$ cat src/rtl/soda_pkg.sv
// Shared types and constants for the soda dispenser money path.
// It holds the controller state encoding, the default widths and the coin values.
package soda_pkg;

   typedef enum logic [1:0] {
      COLLECT  = 2'd0,
      DISPENSE = 2'd1,
      CHANGE   = 2'd2
   } state_e;

   localparam int W_DEF    = 8;
   localparam int UNIT_DEF = 5;

   // These coin values are used by the benches to build stimulus.
   localparam int COIN_NICKEL  = 5;
   localparam int COIN_DIME    = 10;
   localparam int COIN_QUARTER = 25;

endpackage

$ cat src/rtl/soda_total_acc.sv
// Running-total register for the soda controller.
// It has add, subtract and clear operations, plus overflow and compare flags.
module soda_total_acc
   import soda_pkg::*;
#(
   parameter int W = W_DEF
) (
   input  logic         clk,
   input  logic         rst,
   input  logic         add_i,
   input  logic [W-1:0] add_amt_i,
   input  logic         sub_i,
   input  logic [W-1:0] sub_amt_i,
   input  logic         clr_i,
   input  logic [W-1:0] cmp_amt_i,
   output logic [W-1:0] total_o,
   output logic         fits_o,
   output logic         ge_o
);

   logic [W-1:0] total_q, total_d;
   logic [W:0]   sum;

   // NOTE: every signal written here gets a default first, so no path leaves it unassigned and no latch is inferred.
   always_comb begin
      sum     = {1'b0, total_q} + {1'b0, add_amt_i};
      total_d = total_q;
      if (clr_i) begin
         total_d = '0;
      end else if (sub_i) begin
         total_d = total_q - sub_amt_i;
      end else if (add_i) begin
         total_d = sum[W-1:0];
      end
   end

   // NOTE: sequential state uses non-blocking assignments only, so every register samples the values from before the edge.
   always_ff @(posedge clk or negedge rst) begin
      if (!rst) begin
         total_q <= '0;
      end else begin
         total_q <= total_d;
      end
   end

   assign total_o = total_q;
   assign fits_o  = ~sum[W];
   assign ge_o    = (total_q >= cmp_amt_i);

endmodule

$ cat src/rtl/soda_change_ctrl.sv
// Money-path controller: it collects coins, runs the dispense handshake and refunds change one UNIT at a time.
// Every output is registered. The total lives in soda_total_acc, and this FSM only chooses its operation.
module soda_change_ctrl
   import soda_pkg::*;
#(
   parameter int W    = W_DEF,
   parameter int UNIT = UNIT_DEF
) (
   input  logic         clk,
   input  logic         rst,
   input  logic         coin_valid,
   input  logic [W-1:0] coin_amt,
   input  logic [W-1:0] price,
   input  logic         cancel,
   input  logic         disp_ack,
   input  logic         ej_ack,
   output logic         disp_req,
   output logic         ej_req,
   output logic         coin_reject,
   output logic         short_change,
   output logic         busy,
   output logic [W-1:0] total
);

   localparam logic [W-1:0] UNIT_W = W'(UNIT);

   state_e       state_q;
   logic         disp_req_q, ej_req_q, coin_reject_q, short_change_q, busy_q;
   logic         acc_add, acc_sub, acc_clr;
   logic [W-1:0] sub_amt, cmp_amt;
   logic [W-1:0] total_w;
   logic         fits, ge;
   logic         total_nz, disp_cond;

   soda_total_acc #(.W(W)) u_acc (
      .clk       (clk),
      .rst       (rst),
      .add_i     (acc_add),
      .add_amt_i (coin_amt),
      .sub_i     (acc_sub),
      .sub_amt_i (sub_amt),
      .clr_i     (acc_clr),
      .cmp_amt_i (cmp_amt),
      .total_o   (total_w),
      .fits_o    (fits),
      .ge_o      (ge)
   );

   assign total_nz  = (total_w != '0);
   assign disp_cond = (price != '0) && ge;

   // The comparator checks against price while collecting, and against UNIT while paying change.
   always_comb begin
      acc_add = 1'b0;
      acc_sub = 1'b0;
      acc_clr = 1'b0;
      sub_amt = price;
      cmp_amt = price;
      case (state_q)
         COLLECT:  acc_add = coin_valid & fits;
         DISPENSE: acc_sub = disp_req_q & disp_ack;
         CHANGE: begin
            cmp_amt = UNIT_W;
            sub_amt = UNIT_W;
            acc_sub = ej_req_q & ej_ack;
            acc_clr = ~ej_req_q & ~ge;
         end
         default: ;
      endcase
   end

   always_ff @(posedge clk or negedge rst) begin
      if (!rst) begin
         state_q        <= COLLECT;
         disp_req_q     <= 1'b0;
         ej_req_q       <= 1'b0;
         coin_reject_q  <= 1'b0;
         short_change_q <= 1'b0;
         busy_q         <= 1'b0;
      end else begin
         coin_reject_q  <= coin_valid & ((state_q != COLLECT) | ~fits);
         short_change_q <= 1'b0;
         case (state_q)
            COLLECT: begin
               if (disp_cond) begin
                  state_q    <= DISPENSE;
                  disp_req_q <= 1'b1;
                  busy_q     <= 1'b1;
               end else if (cancel && !coin_valid && total_nz) begin
                  // A coin that arrives together with cancel is credited first; the refund starts on the next cycle.
                  state_q <= CHANGE;
                  busy_q  <= 1'b1;
               end
            end
            DISPENSE: begin
               if (disp_req_q && disp_ack) begin
                  state_q    <= CHANGE;
                  disp_req_q <= 1'b0;
               end
            end
            CHANGE: begin
               if (ej_req_q) begin
                  if (ej_ack) begin
                     ej_req_q <= 1'b0;
                  end
               end else if (ge) begin
                  ej_req_q <= 1'b1;
               end else begin
                  short_change_q <= total_nz;
                  state_q        <= COLLECT;
                  busy_q         <= 1'b0;
               end
            end
            default: begin
               state_q    <= COLLECT;
               disp_req_q <= 1'b0;
               ej_req_q   <= 1'b0;
               busy_q     <= 1'b0;
            end
         endcase
      end
   end

   assign disp_req     = disp_req_q;
   assign ej_req       = ej_req_q;
   assign coin_reject  = coin_reject_q;
   assign short_change = short_change_q;
   assign busy         = busy_q;
   assign total        = total_w;

endmodule

$ cat config.mk
export PLATFORM = sky130hd
export DESIGN_NAME = soda_change_ctrl
export DESIGN_NICKNAME = d
export VERILOG_FILES = /design/src/rtl/soda_pkg.sv /design/src/rtl/soda_total_acc.sv /design/src/rtl/soda_change_ctrl.sv
export SDC_FILE = /design/constraint.sdc
export NUM_CORES = 1
export LEC_CHECK = 0
export CORE_ASPECT_RATIO = 2
export CORE_UTILIZATION = 51
export DETAILED_ROUTE_END_ITERATION = 6
export MAX_ROUTING_LAYER = met4
export PLACE_DENSITY_LB_ADDON = 0.1
export SLEW_MARGIN = 20
export SYNTH_ARGS = -nofsm -noshare
export SYNTH_HDL_FRONTEND = slang
export SYNTH_SLANG_ARGS = --single-unit
$ cat constraint.sdc
create_clock -name clk -period 2.9 [get_ports clk]
set_input_delay 0.87 -clock clk [delete_from_list [all_inputs] [get_ports clk]]
set_output_delay 0.87 -clock clk [all_outputs]
set_load 0.02 [all_outputs]
==> results.json <==
{
  "status": "complete, no violations",
  "drive_above_1_share_pct": 21.5,
  "via_per_inst": 6.19,
  "clk-insertion-delay-late_ns": 0.25,
  "final_max_slew_viol_count": 0,
  "dr.pass1.iters": 4,
  "synth_seq_area_share_pct": 23.7,
  "setup_viol": 0,
  "cts_tree": "yes",
  "syn_area_per_cell_sq_um": 8.34,
  "pin_count": 35,
  "fin_nets": 295,
  "place.gp.congestion": 0.960,
  "power_density_nw_per_um2": 1280,
  "max-vdd-ir-drop_v": 0.000896,
  "cp_max_fo": 2,
  "post-route-util_pct": 78.0,
  "synth_top_area_share_pct": 23.7,
  "syn_to_final_growth_pct": 44.9,
  "final.period_utilization_pct": 98.2,
  "rows": 28,
  "max_stage_delay_ns": 0.47,
  "netlist_area_sq_um": 1580,
  "start_util_pct": 53.8,
  "critical_path_class": "in2reg",
  "clock-sinks": 15,
  "wl_met3_um": 151,
  "syn_nets": 233,
  "wl_per_cell_um": 17.3,
  "routed_wl_um": 4870,
  "tightest_slew_ns": 0.683,
  "cts_buffers": 3,
  "drc": 0,
  "tns_ns": 0,
  "gr-total-overflow": 0,
  "max-cap-violations": 0,
  "async_flop_share_pct": 100,
  "wirelength_met1_um": 1520,
  "vias": 1740,
  "met2_wirelength_um": 2840,
  "hold_buffers": 0,
  "drt-initial-drc-count": 42,
  "dp_worst_setup_slack_ns": -0.448,
  "startpoint_type": "input pin",
  "clock.fmax_ghz": 0.351,
  "synth.area.top_cells": "dfrtp_1, ha_1, mux2i_1, nand2_1, a211oi_1",
  "hp-class": "reg2reg",
  "synth_edf_count": 0,
  "grt_max_degree": 16,
  "clkSlewWorstSetupHoldPaths_ns": 0.06,
  "fp.dieH_um": 80.8,
  "slowest_stage": "clkdlybuf4s50_1",
  "synth_flop_cell": "dfrtp_1",
  "synthDistinctLibCells": 50,
  "syn_inst": 190,
  "cts_buffer_depth": 2,
  "whs_ns": 0.546,
  "grt_usage_pct": 31.5,
  "yosysWarnings": 0,
  "grt_pass1_wl_um": 7880,
  "finalHoldViolCount": 0,
  "io_buffers": 34,
  "grt_pass1_vias": 1846,
  "ant_nets": 0,
  "p_leak_nw": 1.06,
  "finalCriticalPeriod_ns": 2.85,
  "die_w_um": 41.4,
  "dp_hpwl_um": 3840,
  "critPathArrivalTime_ns": 2.95,
  "yosys.area.top_type": "dfrtp_1",
  "num_antenna_cells": 0,
  "dr.max_layer_used": "met4",
  "ys_seq_elements": 15,
  "slew_headroom_pct": 54.3,
  "root_buffer": "clkbuf_8",
  "htree_levels": 1,
  "rsz0062_at_grt": "yes",
  "fin_ws_ns": 0.0534,
  "antenna_found_initial": 0,
  "required_ns": 3.01,
  "crit_chain": "clkdlybuf4s50_1 -> ha_2 -> inv_1 -> fa_2 -> nor2b_4 -> nor2_2 -> o221ai_2 -> buf_4 -> mux2_2 -> o22ai_1 -> a211oi_1",
  "power_mw": 2.95,
  "worst_clock_skew_ns": 0.00154,
  "end_kind": "flop",
  "die_area_sq_um": 3350,
  "core-area_sq_um": 2940,
  "most-common-layout-cells": "clkdlybuf4s50_1, buf_4, nand2_1",
  "final_common_cell": "clkdlybuf4s50_1"
}
## registers in the layout, indices dropped and copies added (netlist names)
name	count
busy	1
disp_req	1
short_change	1
u_acc.total_o	8
coin_reject	1
state_q	2
ej_req	1
## repair_timing
item / 4_1_cts / 5_1_grt
pin swaps: 6 / 4
setup endpoints to repair: 12 / 10
setup buffers: 2 / 2
gates resized for setup: 14 / 7
## worst paths after layout
path | start | to | slack [ns] | depth (start not counted)
setup / recovery | coin_amt[0] | u_acc.total_o[7] | 0.05 | 11
hold / removal | busy | busy | 0.55 | 1
setup reg to reg | state_q[0] | state_q[1] | 0.17 | 11
hold reg to reg | busy | busy | 0.55 | 1
max in group asynchronous | rst | u_acc.total_o[4] | 1.44 | 1
min in group asynchronous | rst | ej_req | 1.03 | 1
## power breakdown
| group | internal, mW | switching [mW] | leakage (nW) |
|---|---|---|---|
| clock network | 0.0953 | 0.0799 | 0.0255 |
| registers | 0.309 | 0.118 | 0.190 |
| logic | 1.16 | 1.18 | 0.840 |
| total | 1.56 | 1.38 | 1.06 |
## worst max-delay path: cells and delay by family
family	cells	cell delay, ns
and+or+nand+nor	2	0.19
adders and majority gates	2	0.55
buffers and inverters	3	0.66
muxes	1	0.31
AOI/OAI and AO/OA	3	0.36
## metrics by stage
stage | instances | area, sq um
6_report | 281 | 2290
5_1_grt | 281 | 2290
4_1_cts | 279 | 2250
3_5_place_dp | 273 | 2120
3_3_place_gp | 273 | 2120
2_1_floorplan | 190 | 1580
## synthesized netlist by cell type (2+ instances only)
master / n
ha_1: 19
nand2_1: 17
dfrtp_1: 15
nor2_1: 15
inv_1: 14
a211oi_1: 8
a21oi_1: 8
mux2i_1: 7
o21ai_0: 7
a21o_1: 5
xnor2_1: 5
xor2_1: 5
nand3_1: 4
o21ai_1: 4
nand2b_1: 3
nand4_1: 3
nor2b_1: 3
nor3_1: 3
nor4_1: 3
o22ai_1: 3
or4_1: 3
a21oi_2: 2
a31oi_1: 2
and2_1: 2
clkbuf_1: 2
fa_1: 2
nor2_2: 2
or3_1: 2
## per-layer routing
layer / track usage [%] / up-vias
met2: 63.6 / 71
li1: - / 817
met4: 23.9 / 0
met1: 24.9 / 820
met5: - / -
met3: 1.56 / 32
## layout make-up
class                   count  area (sq um)
fillers                   225           648
clock inverters             1          5.00
flip-flops and latches     15           375
inverters                  15          56.3
multi-input cells         156          1220
well taps                  30          37.5
repair buffers             61           554
clock buffers               3          41.3
## cells by family (layout without fill, tap and decap cells)
family | Yosys count | count (layout) | synth area share [%]
buffers and inverters | 19 | 80 | 5.05
adders and majority gates | 21 | 21 | 17.5
AOI/OAI and AO/OA | 52 | 52 | 22.7
xor gates and xnor gates | 10 | 10 | 5.53
DFF | 15 | 15 | 23.7
muxes | 8 | 8 | 5.13
and+or+nand+nor | 65 | 65 | 20.4
Note: power is estimated with default switching activity, not from simulation.
